[config.mk]
export PLATFORM = sky130hd
export DESIGN_NAME = t_cnt_using_d_ff
export DESIGN_NICKNAME = d
export VERILOG_FILES = /design/src/rtl/t_cnt_using_d_ff_pkg.sv /design/src/rtl/t_ff_using_d.sv /design/src/rtl/t_cnt_using_d_ff.sv
export SDC_FILE = /design/constraint.sdc
export NUM_CORES = 1
export LEC_CHECK = 0
export ABC_AREA = 1
export CAP_MARGIN = 20
export CORE_AREA = 2 2 39 41
export CTS_CLUSTER_DIAMETER = 100
export CTS_CLUSTER_SIZE = 20
export DETAILED_ROUTE_END_ITERATION = 8
export DIE_AREA = 0 0 41 43
export PLACE_DENSITY = 0.68
export SYNTH_ARGS = -nofsm -noshare
export SYNTH_HDL_FRONTEND = slang
export SYNTH_SLANG_ARGS = --single-unit
[constraint.sdc]
create_clock -name clk -period 1.35 [get_ports clk]
set_input_delay 0.27 -clock clk [delete_from_list [all_inputs] [get_ports clk]]
set_output_delay 0.27 -clock clk [all_outputs]
set_load 0.1 [all_outputs]
[src/rtl/t_cnt_using_d_ff_pkg.sv]
// -----------------------------------------------------------------------------
// tff_pkg
// Shared definitions for the T-cell counter family: the 2-bit op encoding
// used by t_cnt_using_d_ff and any sequencer block that drives it.
// -----------------------------------------------------------------------------
package tff_pkg;

  typedef logic [1:0] op_t;

  localparam op_t OP_HOLD   = 2'b00;
  localparam op_t OP_COUNT  = 2'b01;
  localparam op_t OP_LOAD   = 2'b10;
  localparam op_t OP_TOGGLE = 2'b11;

endpackage : tff_pkg

[src/rtl/t_ff_using_d.sv]
// -----------------------------------------------------------------------------
// t_ff_using_d
// One T flip-flop cell built from a single D flop whose input is t ^ q.
//
// Ports:
//   clk     in   rising-edge clock
//   rst     in   synchronous active-high reset
//   rst_val in   value q takes on a reset edge
//   t       in   toggle enable: q flips on the next edge when 1
//   q       out  registered cell state
//   qbar    out  ~q
// -----------------------------------------------------------------------------
module t_ff_using_d (
  input  logic clk,
  input  logic rst,
  input  logic rst_val,
  input  logic t,
  output logic q,
  output logic qbar
);

  logic r_q;

  always_ff @(posedge clk) begin
    if (rst) begin
      r_q <= rst_val;
    end else begin
      r_q <= t ^ r_q;
    end
  end

  assign q    = r_q;
  assign qbar = ~r_q;

endmodule : t_ff_using_d

[src/rtl/t_cnt_using_d_ff.sv]
// -----------------------------------------------------------------------------
// t_cnt_using_d_ff
// WIDTH-bit register of T cells (D flop + XOR feedback) chained into a
// synchronous up/down counter with parallel load and per-bit toggle.
// Every state change, including LOAD, is expressed as a toggle vector t.
//
// Interface: no handshake. One op is accepted on every rising edge and its
// effect is visible on q after that edge. up_dn, load_val and tog_mask are
// only looked at when their op is selected.
//
// Parameters:
//   WIDTH    number of cells (2..16)
//   RST_VAL  value of q after a reset edge
//
// Ports:
//   clk       in   rising-edge clock
//   rst       in   synchronous active-high reset, overrides every op
//   op        in   00 HOLD, 01 COUNT, 10 LOAD, 11 TOGGLE
//   up_dn     in   COUNT direction: 1 up, 0 down
//   load_val  in   value written by LOAD
//   tog_mask  in   bits flipped by TOGGLE
//   q         out  registered counter value
//   qbar      out  ~q
//   tc        out  combinational terminal count: COUNT and q at the wrap
//                  point for the current direction (usable as the t input
//                  of a cascaded stage)
//
// Build option:
//   TCNT_SAT_EN  when defined, COUNT saturates at the limit instead of
//                wrapping (tc stays high while held there).
// -----------------------------------------------------------------------------
module t_cnt_using_d_ff
  import tff_pkg::*;
#(
  parameter int               WIDTH   = 4,
  parameter logic [WIDTH-1:0] RST_VAL = '0
) (
  input  logic             clk,
  input  logic             rst,
  input  op_t              op,
  input  logic             up_dn,
  input  logic [WIDTH-1:0] load_val,
  input  logic [WIDTH-1:0] tog_mask,
  output logic [WIDTH-1:0] q,
  output logic [WIDTH-1:0] qbar,
  output logic             tc
);

  logic [WIDTH-1:0] w_q;
  logic [WIDTH-1:0] w_qbar;
  logic [WIDTH-1:0] w_up_t;   // toggle vector for counting up
  logic [WIDTH-1:0] w_dn_t;   // toggle vector for counting down
  logic [WIDTH-1:0] w_t;      // toggle vector applied to the cells
  logic             w_tc;

  // Bit i toggles when every lower bit is at its carry (up) or borrow
  // (down) value; bit 0 always toggles while counting.
  assign w_up_t[0] = 1'b1;
  assign w_dn_t[0] = 1'b1;

  genvar gi;
  generate
    for (gi = 1; gi < WIDTH; gi++) begin : g_chain
      assign w_up_t[gi] = &w_q[gi-1:0];
      assign w_dn_t[gi] = &(~w_q[gi-1:0]);
    end
  endgenerate

  assign w_tc = (op == OP_COUNT) && (up_dn ? (&w_q) : (~|w_q));

  always_comb begin
    w_t = '0;
    case (op)
      OP_COUNT: begin
        w_t = up_dn ? w_up_t : w_dn_t;
`ifdef TCNT_SAT_EN
        // At the limit the next count would wrap; freeze instead.
        if (w_tc) begin
          w_t = '0;
        end
`endif
      end
      // Toggle exactly the bits that differ, so q lands on load_val.
      OP_LOAD:   w_t = load_val ^ w_q;
      OP_TOGGLE: w_t = tog_mask;
      default:   w_t = '0;
    endcase
  end

  generate
    for (gi = 0; gi < WIDTH; gi++) begin : g_cell
      t_ff_using_d u_cell (
        .clk     (clk),
        .rst     (rst),
        .rst_val (RST_VAL[gi]),
        .t       (w_t[gi]),
        .q       (w_q[gi]),
        .qbar    (w_qbar[gi])
      );
    end
  endgenerate

  assign q    = w_q;
  assign qbar = w_qbar;
  assign tc   = w_tc;

endmodule : t_cnt_using_d_ff

* Yosys cells after proc, flatten, opt, wreduce, memory -nomap -nowiden *
Index checks and enable logic that the tools add are counted.

storage, ports and cells
  logic and storage cells = 29
  register bits = 4
  input port bits = 13

cells by class
  reduce and logical (&&, ||, !) cells = 8
  bitwise logic cells = 11
  eq/ne operators = 3
  multiplexer cells = 3

operators by type and width
  operator                                        count
  case mux 4 bit (3 select lines)                 1
  AND reduction 3 bit                             2
  == test 2 bit (second input constant)           2
  2-to-1 mux 4 bit                                1
  NOT 1 bit                                       4
  AND reduction 2 bit                             2
  AND reduction 4 bit                             1
  OR reduction 4 bit                              1
  XOR 1 bit                                       4
  XOR 4 bit                                       1
  NOT 3 bit                                       1
  == test 2 x 1 -> 1 bit (second input constant)  1
  NOT 2 bit                                       1
  logical AND 1 bit                               1
  zero test 1 bit                                 1
  2-to-1 mux 1 bit                                1

* Logic depth before layout (Yosys ltp) *
  depth in word-level cells = 5
  mapped depth = 9
  gate-level depth less buffers = 8

* Hierarchy *
Synthesis repeated with hierarchy kept, for this count alone.

unflattened totals
  cell total of the unflattened synthesis = 86
  area, all modules = 456.7 sq um

by module, submodules not included
  module            instances  cells each  area each (sq um)
  t_ff_using_d      4          9           58.8
  t_cnt_using_d_ff  1          50          221.5

* Worst setup path before layout *
No wires, ideal clock.

  path kind = reg-to-output
  start point = register g_cell[1].u_cell.r_q
  end point = output tc
  arrival = 2.177 ns
  required time = 1.080 ns
  setup slack = -1.097 ns
  cell stages (with the launch flop) = 6
  path through = dfxtp_1 -> buf_2 -> nand3_1 -> nand2_1 -> nand3_1 -> a21oi_1

between the ends
  longest elaborated chain between the ends = 4
  elaborated cells between the ends (all ways) = 5
  those cells by class = mux: 1; reduce/logical: 4

RTL lines
  what                      RTL line                text
  start: declaration        t_ff_using_d.sv:22      logic r_q;
  start signal: assignment  t_ff_using_d.sv:26      r_q <= rst_val;
  start signal: assignment  t_ff_using_d.sv:28      r_q <= t ^ r_q;
  OR reduction 4 bit        t_cnt_using_d_ff.sv:69  assign w_tc = (op == OP_COUNT) && (up_dn ? (&w_q) : (~|w_q));
  zero test 1 bit           t_cnt_using_d_ff.sv:69
  2-to-1 mux 1 bit *        t_cnt_using_d_ff.sv:69
  logical AND 1 bit *       t_cnt_using_d_ff.sv:69
  end: declaration          t_cnt_using_d_ff.sv:46  output logic tc

Every way passes the cells marked *; elsewhere a longest branch is shown, timed or not.

* Final worst setup path *
  start point = register g_cell[2].u_cell.r_q
  end point = output tc

between the ends
  longest elaborated chain between the ends = 4
  elaborated cells between the ends (all ways) = 5
  those cells by class = mux: 1; reduce/logical: 4

RTL lines
  what                      RTL line
  start: declaration        t_ff_using_d.sv:22
  start signal: assignment  t_ff_using_d.sv:26
  start signal: assignment  t_ff_using_d.sv:28
  OR reduction 4 bit        t_cnt_using_d_ff.sv:69
  zero test 1 bit           t_cnt_using_d_ff.sv:69
  2-to-1 mux 1 bit *        t_cnt_using_d_ff.sv:69
  logical AND 1 bit *       t_cnt_using_d_ff.sv:69

Marked as above.

==> impl_metrics.py <==
metrics = {
    "setup_path": {
        "worstPathArrival_ns": 1.21,
        "critPathKind": "register to output pin",
        "end_kind": "output pin",
        "ff2ff_setup_slack_ns": 0.12,
        "r2r-start": "g_cell[2].u_cell.q$_SDFF_PP0_",
        "crit_cells": 6,
        "worstReg2RegEnd": "g_cell[3].u_cell.q$_SDFF_PP0_",
        "max_stage_delay_ns": 0.33,
        "reg2reg_depth": 8,
        "path_common_cell": "nor2_2",
        "path_buf_inv": 2,
        "startpoint_type": "register",
        "worstPathRequired_ns": 1.08,
        "cp_max_fo": 3,
        "critPathSlowestCell": "dfxtp_2",
        "path_delay_family": "flip-flops",
        "cp_cell_sequence": "inv_2 -> nor2_2 -> nor2_2 -> nand3_2 -> a21oi_4 -> buf_12",
    },
    "timing": {
        "max_freq_mhz": 674,
        "grt_setup_unrepaired": "true",
        "max_slew.worst_pin.slew_ns": 0.241,
        "slew_headroom_pct": 83.8,
        "finClkSkew_ns": 0.00359,
        "fin_crit_sh_pct": 110,
        "setup_slack_ns": -0.133,
        "finalCriticalPeriod_ns": 1.48,
        "tns_ns": -0.133,
        "hold_violations": 0,
        "slew_violations": 0,
        "setup_viol": 1,
    },
    "drt": {
        "antenna_left": 0,
        "wl_per_cell_microns": 10.5,
        "vias": 568,
        "via_per_inst": 4.69,
        "drtPass1Iterations": 4,
        "drt-total-wl_mm": 1.28,
        "drt_iter0_markers": 7,
        "drc_errors": 0,
    },
    "layout": {
        "final_common_cell": "nand2_1",
        "drive_above_1_share_pct": 39.0,
        "area_growth_pct": 92.1,
        "layout_common_cells": "nand2_1, buf_4, nand3_1, clkdlybuf4s50_1, buf_12",
        "layout.nets": 120,
        "largest_reg_flops": 4,
        "instances_no_fill": 121,
        "antenna_cells": 0,
    },
    "logic_synthesis": {
        "synth.ff_latch_count": 4,
        "synthTopCellsByArea": "nand2_1, dfxtp_1, buf_4",
        "yosys_warnings": 0,
        "netlist.area_leader.share_pct": 19.4,
        "synth.distinct_cells": 12,
        "syn_area_per_cell_sq_um": 5.38,
        "synthCells": 79,
        "yosysTopAreaCell": "nand2_1",
        "syn-num-nets": 92,
        "synth-seq-area-share_pct": 18.8,
        "netlist_area_sq_um": 425,
    },
    "outcome": {
        "outcome": "finished with violations",
        "violations": "negative setup slack",
    },
    "place": {
        "dp_cells": 117,
        "place.gp.congestion": 0.774,
        "dp_slack_ns": -0.354,
        "port_buffers": 21,
        "place_hpwl_mm": 1.01,
    },
    "floorplan": {
        "io_pins": 22,
        "dieArea_sq_um": 1760,
        "die_y_microns": 43,
        "start_util_pct": 30.7,
        "die_w_microns": 41,
        "num_rows": 14,
        "coreArea_sq_um": 1380,
    },
    "clock_tree": {
        "cts-buffers-inserted": 3,
        "cts_tree": "built",
        "insertion_delay_ns": 0.24,
        "clk_pin_slew_ns": 0.04,
        "root_buffer": "clkbuf_4",
        "holdBufCountCts": 0,
        "clock-sinks": 4,
        "cts_htree_levels": 1,
        "clockBufferDepth": 2,
    },
    "grt": {
        "grt_pass1_vias": 552,
        "grt_antenna_before_repair": 0,
        "grt_max_degree": 9,
        "grt_overflow": 0,
        "grt_usage_pct": 18.0,
        "grt_first_pass_wirelength_mm": 2.17,
    },
    "hold_path": {
        "worstHoldStart": "op[0]",
        "min_to": "g_cell[0].u_cell.q$_SDFF_PP0_",
        "worstHoldPathCells": 4,
        "min_path_type": "primary input to register",
    },
    "power": {
        "powerDensity_nw_per_um2": 1020,
        "ir_drop_mv": 0.406,
        "leakage_uw": 0.000396,
    },
    "job": {
        "drv_cap": 0,
    },
}
## routing by layer
metal	GRT usage, %	part of all wire (%)
met1	20.5	41
met2	31.3	52
met3	1.57	5.1
met4	8.00	1.7
met5	0	0
## worst max path at each step
stage / end / start / slack [ns]
floorplan: tc / g_cell[1].u_cell.q$_SDFF_PP0_ / -0.15
global placement: tc / up_dn / -0.32
detailed placement: tc / up_dn / -0.35
CTS: tc / g_cell[2].u_cell.q$_SDFF_PP0_ / -0.15
global route: tc / g_cell[2].u_cell.q$_SDFF_PP0_ / -0.20
finish: tc / g_cell[2].u_cell.q$_SDFF_PP0_ / -0.13
## tightest hold or removal path: cells and delay by family
kind / cells / cell delay [ns]
AO/OA/AOI/OAI: 2 / 0.20
buffers and inverters: 2 / 0.40
## cell families (layout without fill, tap and decap cells)
logic type	after synthesis	in the layout	share of synthesized area (%)
flip-flops	4	4	18.8
AND/OR/NAND/NOR	47	47	47.1
buffers and inverters	21	47	25.9
AO/OA/AOI/OAI	7	7	8.23
## layout make-up
class	instances	area (sq um)
fillers	127	567
multi-input cells	54	265
inverters	12	45.0
well taps	16	20.0
repair buffers	32	379
flip-flops and latches	4	85.1
clock buffers	3	22.5
## power by group
| group | switching [uW] | internal [uW] | total (uW) |
|---|---|---|---|
| clock network | 61.3 | 100 | 162 |
| logic | 319 | 198 | 517 |
| registers | 18.3 | 135 | 154 |
| total | 399 | 434 | 832 |
## what timing repair did
action | CTS | global route
resized for setup | 7 | 2
endpoints found under the setup margin | 6 | 2
cloned | 0 | 0
pin swaps | 1 | 2
setup buffers | 2 | 0
## stage by stage
stage	hold slack, ns	utilization, %	total power [uW]	area [sq um]
2_1_floorplan	0.446	-	488	458
3_3_place_gp	0.673	56.5	660	782
3_5_place_dp	0.688	56.5	667	782
4_1_cts	0.678	59.2	837	820
5_1_grt	0.718	59.0	865	817
6_report	0.668	59.0	832	817
## cells in the mapped netlist
library cell / instances
a21oi_1: 3
buf_2: 1
buf_4: 8
dfxtp_1: 4
inv_1: 8
inv_2: 4
nand2_1: 22
nand3_1: 11
nor2_1: 10
nor2_2: 3
o21ai_0: 4
or2_0: 1
Note: power is estimated with default switching activity, not from simulation.
==> RTL edit (same settings) <==
Build with the macro `TCNT_SAT_EN` defined.
--- a/src/rtl/t_cnt_using_d_ff.sv
+++ b/src/rtl/t_cnt_using_d_ff.sv
@@ -29,6 +29,8 @@
 //   TCNT_SAT_EN  when defined, COUNT saturates at the limit instead of
 //                wrapping (tc stays high while held there).
 // -----------------------------------------------------------------------------
+`define TCNT_SAT_EN
+
 module t_cnt_using_d_ff
   import tff_pkg::*;
 #(
Function: changed (Yosys sat finds a counterexample within 4 cycles, from zero or initial values and one cycle with rst high).
==> RTL edit against the original RTL <==
The run still ends with setup timing left. Design area up 13%. Power is 9.8% higher. Die area unchanged. Wire length up 1.0%. Global-route usage grew 0.86 points. Utilization is 7.7 points higher. Sequential cell count unchanged. Area after synthesis grew 12%. Worst setup slack worse by 0.026 ns. Largest power group unchanged.
==> RTL edit: results (changes against the original RTL) <==
Status
  – Status: finished with violations
  – Failing checks: setup timing

Route
  – DRT Wirelength: 1.29 mm (+1.0%)
  – DR iter-0 viols: 6 (-1)
  – Vias: 598 (+5.3%)
  – TritonRoute pass-1 iters: 4 (unchanged)

Global routing
  – Met1 global-route usage: 18.4% (-2.1 points)
  – Global-route wire length before repair: 2.26 mm (+4.2%)
  – GRT Util Overall: 18.8% (+0.86 points)
  – Vias in the first global route: 586 (+6.2%)
  – Largest net degree at the start of global routing: 7 (-2)
  – Met2 Track Usage GR: 32.2% (+0.94 points)
  – Met3 usage: 10.5% (+8.9 points)

Yosys
  – Area contributors post-synth: dfxtp_1 (17%), nand2_1 (16%), buf_4 (13%)
  – Post-synth cell types: 17 (+5)
  – Sequential-to-total area share from yosys stat: 16.8% (-2.1 points)
  – Syn_nets: 96 (+4.3%)
  – Post-Syn Instances: 83 (+5.1%)
  – Most frequent cells after synthesis: nand2_1 (20), inv_1 (12), nand3_1 (10)

Cells and area
  – Max FFs per register: 4 (unchanged)
  – Finished Layout Cells: 128 (+5.8%)
  – Fillcell total: 117 (-7.9%)
  – Share of cells above drive strength 1: 44.6% (+5.6 points)
  – Diode count: 0 (unchanged)
  – Nets: 127 (+5.8%)

Placed design
  – Setup slack at placement: -0.293 ns (+0.0605 ns)
  – DP Wirelength: 1.08 mm (+6.4%)
  – Gp weighted congestion: 0.931 (+20%)
  – Placed Area: 821 sq um (+5.0%)
  – Dpl cells: 122 (+4.3%)

Timing
  – Final setup fails: 1 (unchanged)
  – Worst-Margin Slew: 0.253 ns (+0.0123 ns)
  – Setup WS post-layout: -0.160 ns (-0.0264 ns)
  – Clock Skew: 0.00333 ns (-0.000262 ns)
  – Setup_tns: -0.160 ns (-0.0264 ns)

Pwr
  – Leakage: 0.452 nW (+14%)
  – Peak supply drop: 0.000787 V (+94%)

Clock network
  – CTS clk-pin slew, worst paths: ~0.030 ns
  – Worst-Skew Late Latency: 0.23 ns

Critical path
  – Max FO, Critical Path: 3 (unchanged)
  – Critical Path AT: 1.24 ns (+0.03 ns)

Die
  – Core area: 0.00138 sq mm (unchanged)
RTL edit: changes by cell type after synthesis, sizes merged:
cell,unedited run,this run
or2,1,0
nor2,13,10
nand3,11,13
o21a,0,1
nor3,0,1
xnor2,0,1
a21oi,3,4
nand4,0,1
inv,12,13
RTL edit: report_power, final:
group | switching (mW) | leakage [nW] | internal [mW]
Sequential | 0.0188 | 0.0350 | 0.136
Combinational | 0.369 | 0.404 | 0.244
Clock | 0.0462 | 0.0138 | 0.0992
RTL edit: cell type report:
type,instances,area [sq um],share of cell area (%)
inverters,13,52.6,5.69
flip-flops and latches,4,90.1,9.76
multi-input cells,57,333,36.0
repair buffers,35,405,43.9
clock buffers,3,22.5,2.44
well taps,16,20.0,2.17
RTL edit: per-layer routing:
metal / vias to the layer above / share of wire (%)
li1: 314 / -
met1: 265 / 35
met2: 17 / 58
met3: 2 / 5.4
met4: 0 / 1.6
met5: - / 0
RTL edit: repair_timing:
item                       4_1_cts  5_1_grt
setup buffers                    3        1
resized for setup               15        9
setup endpoints to repair        6        7
pin swaps                        5        3
RTL edit: path summary, 6_finish.rpt:
check | from | slack [ns] | to | cells past startpoint
max | g_cell[0].u_cell.q | -0.16 | tc | 6
min | rst | 0.59 | g_cell[0].u_cell.q | 2
max reg2reg | g_cell[1].u_cell.q | 0.12 | g_cell[1].u_cell.q | 8
min reg2reg | g_cell[0].u_cell.q | 0.71 | g_cell[0].u_cell.q | 3
RTL edit: critical path, cell delays in order (launching register included):
cell and delay, ns:
dfxtp_4 0.35, nor2_4 0.11, nand2_1 0.06, nand2_1 0.07
nand2_2 0.07, nor3_4 0.15, buf_12 0.20
RTL edit: cells by family (layout without fill, tap and decap cells):
kind of cell | count (synthesis) | in the layout | share of synthesized area (%)
flip-flops | 4 | 4 | 16.8
AND/OR/NAND/NOR | 47 | 47 | 46.3
XOR/XNOR | 1 | 1 | 1.83
AO/OA/AOI/OAI | 9 | 9 | 9.95
buffers and inverters | 22 | 51 | 25.1
